File: src/rtl/ws2812_rx_decoder.sv
// WS2812 800 kHz single-wire receiver: pulse-width bit decode, 24-bit GRB words, reset-gap frame end.
// Optional WS_RX_FORWARD_EN adds the dout port that passes the line on after the first pixel of a frame.
`timescale 1ns/1ps

module ws2812_rx_decoder #(
    parameter int CLK_HZ     = 50_000_000,
    parameter int BIT_THRESH = 30,
    parameter int MIN_HIGH   = 5,
    parameter int MAX_HIGH   = 75,
    parameter int RESET_CLKS = CLK_HZ / 20_000   // 50 us of low time
) (
    input  logic        clk,
    input  logic        rst,
    input  logic        din,
    output logic [23:0] pixel_data,
    output logic        pixel_valid,
    output logic        frame_end,
    output logic [15:0] frame_pixels,
    output logic        rx_err
`ifdef WS_RX_FORWARD_EN
    ,
    output logic        dout
`endif
);

    localparam logic [1:0] S_SYNC = 2'd0;
    localparam logic [1:0] S_IDLE = 2'd1;
    localparam logic [1:0] S_HIGH = 2'd2;
    localparam logic [1:0] S_LOW  = 2'd3;

    localparam logic [6:0]  THRESH_H = 7'(BIT_THRESH);
    localparam logic [6:0]  MIN_H    = 7'(MIN_HIGH);
    localparam logic [6:0]  MAX_H    = 7'(MAX_HIGH);
    localparam logic [11:0] GAP_L    = 12'(RESET_CLKS);

    logic        din_meta, din_s, din_d;
    logic        rise, fall;
    logic [1:0]  state;
    logic [6:0]  hcnt, hcnt_inc;
    logic [11:0] lcnt, lcnt_inc;
    logic [4:0]  bit_cnt;
    logic [23:0] shreg, shifted;
    logic [15:0] pix_cnt, pix_cnt_inc;

    // NOTE: sequential state uses non-blocking assignments so every flop samples pre-edge values.
    always_ff @(posedge clk or posedge rst) begin
        if (rst) begin
            din_meta <= 1'b0;
            din_s    <= 1'b0;
            din_d    <= 1'b0;
        end else begin
            din_meta <= din;
            din_s    <= din_meta;
            din_d    <= din_s;
        end
    end

    assign rise        = din_s & ~din_d;
    assign fall        = ~din_s & din_d;
    assign hcnt_inc    = (&hcnt) ? hcnt : hcnt + 7'd1;
    assign lcnt_inc    = (&lcnt) ? lcnt : lcnt + 12'd1;
    assign pix_cnt_inc = (&pix_cnt) ? pix_cnt : pix_cnt + 16'd1;
    assign shifted     = {shreg[22:0], (hcnt >= THRESH_H)};

    always_ff @(posedge clk or posedge rst) begin
        if (rst) begin
            state        <= S_SYNC;
            hcnt         <= '0;
            lcnt         <= '0;
            bit_cnt      <= '0;
            shreg        <= '0;
            pix_cnt      <= '0;
            pixel_data   <= '0;
            pixel_valid  <= 1'b0;
            frame_end    <= 1'b0;
            frame_pixels <= '0;
            rx_err       <= 1'b0;
        end else begin
            pixel_valid <= 1'b0;
            frame_end   <= 1'b0;
            rx_err      <= 1'b0;
            case (state)
                S_SYNC: begin
                    if (din_s)               lcnt  <= '0;
                    else if (lcnt == GAP_L)  state <= S_IDLE;
                    else                     lcnt  <= lcnt_inc;
                end
                S_IDLE: begin
                    if (rise) begin
                        state <= S_HIGH;
                        hcnt  <= 7'd1;
                    end
                end
                S_HIGH: begin
                    // Glitches and over-long highs both abandon the word and resync on a gap.
                    if ((fall && hcnt < MIN_H) || (!fall && hcnt > MAX_H)) begin
                        rx_err  <= 1'b1;
                        bit_cnt <= '0;
                        pix_cnt <= '0;
                        lcnt    <= '0;
                        state   <= S_SYNC;
                    end else if (fall) begin
                        shreg <= shifted;
                        lcnt  <= 12'd1;
                        state <= S_LOW;
                        if (bit_cnt == 5'd23) begin
                            bit_cnt     <= '0;
                            pixel_data  <= shifted;
                            pixel_valid <= 1'b1;
                            pix_cnt     <= pix_cnt_inc;
                        end else begin
                            bit_cnt <= bit_cnt + 5'd1;
                        end
                    end else begin
                        hcnt <= hcnt_inc;
                    end
                end
                default: begin // S_LOW
                    if (rise) begin
                        state <= S_HIGH;
                        hcnt  <= 7'd1;
                    end else if (lcnt == GAP_L) begin
                        frame_end    <= 1'b1;
                        frame_pixels <= pix_cnt;
                        rx_err       <= (bit_cnt != 5'd0);
                        pix_cnt      <= '0;
                        bit_cnt      <= '0;
                        state        <= S_IDLE;
                    end else begin
                        lcnt <= lcnt_inc;
                    end
                end
            endcase
        end
    end

`ifdef WS_RX_FORWARD_EN
    logic fwd;

    // Once this block has consumed its own pixel, the rest of the frame passes downstream.
    always_ff @(posedge clk or posedge rst) begin
        if (rst)                        fwd <= 1'b0;
        else if (frame_end || rx_err)   fwd <= 1'b0;
        else if (pixel_valid)           fwd <= 1'b1;
    end

    assign dout = fwd & din_s;
`endif

endmodule
File: config.mk
export PLATFORM = sky130hd
export DESIGN_NAME = ws2812_rx_decoder
export DESIGN_NICKNAME = d
export VERILOG_FILES = /design/src/rtl/ws2812_rx_decoder.sv
export SDC_FILE = /design/constraint.sdc
export NUM_CORES = 1
export LEC_CHECK = 0
export ABC_AREA = 0
export CORE_MARGIN = 10
export CORE_UTILIZATION = 57
export DETAILED_ROUTE_END_ITERATION = 16
export GPL_TIMING_DRIVEN = 0
export PLACE_DENSITY_LB_ADDON = 0.08
export RECOVER_POWER = 25
export SYNTH_ARGS = -nofsm -noshare
export SYNTH_HDL_FRONTEND = slang
export SYNTH_SLANG_ARGS = --single-unit
File: constraint.sdc
create_clock -name clk -period 5.4 [get_ports clk]
set_clock_uncertainty 0.2 [all_clocks]
set_input_delay 1.35 -clock clk [delete_from_list [all_inputs] [get_ports clk]]
set_output_delay 1.35 -clock clk [all_outputs]
set_load 0.05 [all_outputs]
Yosys cells after proc, flatten, opt, wreduce, memory -nomap -nowiden
Cells that the tools add are included.
Widths: inputs -> output; s select.

cells by class
  divide/modulo/power cells = 0
  $mul = 0
  equality and inequality tests = 14
  $lt $le $gt $ge = 3
  mux-type cells = 43
  bitwise logic cells = 10
  reductions and logical operators = 21
  add/sub/neg operators = 4
  shifts and indexed selects = 0

operators by type and width
  kind                   number
  $mux 16                6
  $mux 12                6
  $pmux 12 s3            1
  $pmux 16 s2            1
  $mux 7                 4
  $mux 5                 5
  $add 16x1->16 const B  1
  $reduce_and 16->1      1
  $pmux 7 s2             1
  $add 12x1->12 const B  1
  $eq 12x12->1 const B   1
  $mux 2                 6
  $reduce_and 12->1      1
  $reduce_and 3->1       4
  $mux 1                 10
  $ne 2x2->1 const B     5
  $pmux 5 s2             1
  $ne 3x3->1 const B     3
  $not 1->1              8
  $reduce_and 4->1       2
  $add 7x1->7 const B    1
  $ge 7x5->1 const B     1
  $gt 7x7->1 const B     1
  $lt 7x3->1 const B     1
  other kinds (20)       23

storage, ports and cells
  flip-flop bits (word level) = 111
  ROM bits = 0
  memories kept = 0
  latch bits = 0
  bits of input ports = 3
  memory bits (writable) = 0

Logic depth before layout (Yosys ltp)
  word-level depth = 7
  mapped depth = 11
  mapped depth without buffers = 8

Least setup slack after synthesis
No wires, ideal clock.

  path type = reg2reg
  from = register pix_cnt[0]
  to = register pix_cnt[7]
  arrival = 2.074 ns
  stages on the path, launching flop included = 8
  library setup time = 0.073 ns
  required time = 5.127 ns
  path slack = 3.053 ns
  cells stage by stage = dfrtp_1 > ha_1 > and3_1 > and3_1 > a41oi_4 > o2111ai_1 > or3_1 > a21oi_2

on the way
  longest elaborated chain between the ends = 6
  elaborated cells on any way between the ends = 9
  classes of those cells = add/sub: 1; eq/ne: 1; mux: 5; reduce/logical: 2

RTL lines
  element                   line  RTL
  start: declaration        43    logic [15:0] pix_cnt, pix_cnt_inc;
  start signal: assignment  110   pix_cnt <= pix_cnt_inc;
  $add 16x1->16             62    assign pix_cnt_inc = (&pix_cnt) ? pix_cnt : pix_cnt + 16'd1;
  $mux 16                   62
  $mux 16                   106   if (bit_cnt == 5'd23) begin
  $mux 16                   102   end else if (fall) begin
  $mux 16                   96    if ((fall && hcnt < MIN_H) || (!fall && hcnt > MAX_H)) begin
  $pmux 16 s2               82    case (state)

Parallel ways exist; a longest one is shown, timed or not. The select of a mux whose other input is x is not followed.
A chain may end at the register's enable or synchronous reset.

Worst setup path in the final report
  from = register hcnt[0]
  to = register pix_cnt[11]

on the way
  longest elaborated chain between the ends = 5
  elaborated cells on any way between the ends = 11
  classes of those cells = order compare: 2; eq/ne: 3; mux: 2; reduce/logical: 4

RTL lines
  element                                                    line  RTL
  start: declaration                                         39    logic [6:0] hcnt, hcnt_inc;
  start signal: assignment                                   115   hcnt <= hcnt_inc;
  $lt 7x3->1 or $gt 7x7->1 (tied branches)                   96
  $logic_and 1x1->1                                          96
  $logic_or 1x1->1 (*)                                       96
  $ne 3x3->1 (no line) or $mux 16 (tied branches)            -
  $reduce_and 6->1 (no line) or $pmux 16 s2 (tied branches)  -

Every way passes the cells marked *; elsewhere a longest branch is shown, timed or not.

==> flow_summary.yaml <==
floorplan:
  pin_count: 46
  placementRows: 34
  die_w_um: 114.0
  vertical_extent_of_the_die_um: 114.0
  core_region_area_um2: 8678
  fp.dieArea_um2: 13000
  start_util_pct: 58.04
power:
  vdd_drop_max_mv: 0.2191
  power_density_nw_per_um2: 234.1
  power_leakage_uw: 0.002701
synth:
  synth_edf_count: 0
  synth-seq-cells: 111
  most_frequently_used_flop_master_after_synthesis: "dfrtp_1"
  postSynthCellCount: 420
  yosys_warnings: 0
  synth_fp_nets: 430
  post_synth_num_cell_types: 63
  yosysSeqAreaShare_pct: 55.14
  asyncSetResetFlopFracSynth_pct: 100.0
  mappedNetlistArea_um2: 5037
  avgSynthCellArea_um2: 11.99
clock_network:
  post-cts-setup-buffer-count: 0
  htreeDepth: 3
  clock_sinks: 111
  cts_tree: "built"
  total_cts_buffers: 9
  post_cts_resized: 0
  number_of_buffers_between_clock_root_and_the_deepest_sink: 2
  clock_insertion_delay_worst_skew_ns: 0.37
  ctsRootBufferMaster: "clkbuf_8"
  cts-hold-fix-buffers: 0
  cts.clk_slew.worst_paths_ns: 0.11
timing:
  timing_worst_slew_pin_value_ns: 1.895
  grt_setup_unrepaired: "false"
  hold_viol: 0
  maxSlewHeadroom_pct: -27.04
  layout_min_cycle_time_ns: 3.347
  timing.final.crit_share_pct: 61.98
  fin_ws_ns: 2.053
  timing.final.setup_violations: 0
  finalMaxSlewViolations: 42
  achievable-frequency_mhz: 298.8
cells_and_area:
  filler_free_cell_count_of_the_finished_design: 590
  area_growth_syn_to_layout_pct: 15.42
  diodes_inserted: 0
  fillers: 682
  drive_above_1_share_pct: 20.75
  seqCellArea_um2: 2778
  nNetsFinal: 487
  area_of_the_multi_input_gates_um2: 2101
setup_path:
  max_stage_delay_ns: 0.80
  library_cell_appearing_most_often_on_the_critical_path: "a21oi_1"
  worstPathBufferInverterCount: 0
  cpLargestDelayFamily: "compound AO/OA/AOI/OAI gates"
  reg2reg_depth: 7
  crit_required_ns: 5.49
  critical_path_class: "register to register"
  worst_r2r_endpoint: "pix_cnt[11]"
  cp_slowest_cell: "a21oi_1"
  start_kind: "register"
  worstPathMaxFanout: 10
  setup.worst_path.end_class: "register"
  worst_r2r_startpoint: "hcnt[0]"
  crit_path_cell_trace: "ha_1 > and4b_1 > o21ai_0 > a21oi_1 > o2111ai_1 > or3_1 > a21oi_1"
  worst-r2r-setup-slack_ns: 2.05
  worst_ep_arrival_time_ns: 3.44
min_path:
  min_delay_worst_endpoint: "din_s"
  hold_path.class: "register to register"
  beginning_of_the_worst_hold_path: "din_meta"
  min_path_cells: 0
grt:
  globalRoute.busiestLayer: "met2"
  grt_start_max_net_pins: 71
  globalRoute.totalOverflow: 0
  groute.layer.met2.usage_pct: 25.06
  gr-usage-met3_pct: 5.774
  use_met1_pct: 19.12
  antenna_found_initial: 0
  first_pass_grt_wire_length_um: 16700
  grt_usage_pct: 15.44
  vias_in_the_first_global_route: 3477
placed_design:
  placement.io_buffers: 45
  hpwlAfterDp_um: 6697
  place_worst_setup_slack_ns: 2.650
  place_inst: 574
  globalplace.congestion: 0.8443
route:
  residual_drc: 0
  drt_pre_antenna_iters: 6
  dr_vias_cell: 5.773
  detail_route.iter0.violations: 157
  drt.antenna.violating_nets: 0
  routed_wire_length_per_instance_um: 16.28
  finalWirelength_um: 9608
  via_count: 3406
run_status:
  violations: "capacitance limit, slew limit"
  status: "finished with violations"
job:
  drv.max_cap_violation_count: 1
## cells by family (layout without fill, tap and decap cells)
kind of cell / count (synthesis) / count (layout) / share of synthesized area (%)
simple gates: 120 / 120 / 12.97
flops: 111 / 111 / 55.14
compound gates: 79 / 79 / 11.43
mux: 62 / 62 / 13.84
buf+inv: 27 / 89 / 2.459
xor+xnor: 14 / 14 / 2.434
fa+ha+maj: 7 / 7 / 1.739
## cell usage after synthesis, types with 5 or more instances
master,number,area [um^2]
dfrtp_1,111,2778
mux2_2,59,664.4
nand2_1,22,82.58
nor2_1,20,75.07
a21oi_1,18,90.09
o21ai_0,17,85.08
inv_1,14,52.55
and3_1,13,81.33
nand3_1,12,60.06
nor3_1,10,50.05
xnor2_1,9,78.83
ha_1,7,87.58
buf_2,6,30.03
nor2_2,6,37.54
or3_1,6,37.54
and2_1,5,31.28
clkbuf_1,5,18.77
nand4_1,5,31.28
xor2_1,5,43.79
## flip-flops by register name, indices dropped and copies added (netlist names), 2 cells and up
| signal | flops |
|---|---|
| pixel_data | 24 |
| lcnt | 12 |
| shreg | 23 |
| frame_pixels | 16 |
| state | 2 |
| bit_cnt | 5 |
| hcnt | 7 |
| pix_cnt | 16 |
## layer usage
layer	share of wire (%)	wire [um]
met5	0	0
met3	6.5	620
met2	49	4670
met1	44	4216
met4	1.0	99
## power breakdown
part / leakage, uW / switching (uW) / total, uW / internal (uW)
Sequential: 0.00154 / 3.34 / 837 / 834
Combinational: 0.00106 / 23.0 / 32.2 / 9.23
Clock: 0.000102 / 308 / 492 / 183
## cell usage in the layout (no fill, tap or decap), drive strengths merged, types with 6 or more instances in the layout
| master | n |
|---|---|
| ha | 7 |
| nor2 | 27 |
| mux2 | 61 |
| nand2 | 22 |
| a21oi | 23 |
| and3 | 13 |
| nand3 | 12 |
| and2 | 6 |
| buf | 8 |
| inv | 17 |
| clkbuf | 15 |
| clkdlybuf4s50 | 43 |
| dfrtp | 111 |
| or3 | 6 |
| o21ai | 18 |
| xnor2 | 9 |
| nor3 | 11 |
## worst max path at each step
| stage | startpoint | endpoint | slack, ns | cells after the start |
|---|---|---|---|---|
| detailed placement | rst | lcnt[9] | 2.65 | 3 |
| floorplan | rst | bit_cnt[0] | 0.92 | 1 |
| global route | hcnt[0] | pix_cnt[11] | 1.74 | 7 |
| global placement | rst | lcnt[4] | -0.61 | 2 |
| finish | hcnt[0] | pix_cnt[11] | 2.05 | 7 |
| CTS | pixel_data[6] | pixel_data[6] | 2.25 | 1 |
## stage by stage
stage / util, % / total power, uW / hold slack [ns] / TNS (ns) / area (um^2)
finish: 67.00 / 1361 / 0.1743 / 0 / 5814
global route: 67.00 / 1415 / 0.1822 / 0 / 5814
CTS: 67.43 / 1378 / 0.1738 / 0 / 5852
detailed placement: 65.14 / 887.5 / 0.1412 / 0 / 5653
global placement: 64.79 / 883.9 / 0.1393 / -66.90 / 5623
floorplan: - / 875.4 / 0.1312 / 0 / 5037
## layout make-up
type	count	share of cell area, %
inverters	14	0.9253
multi-input cells	282	36.13
repair buffers	46	8.220
well taps	108	2.324
plain buffers	13	1.205
clock buffers	9	2.130
clock inverters	7	1.291
flip-flops and latches	111	47.77
Power figures use the tool's default switching activity.
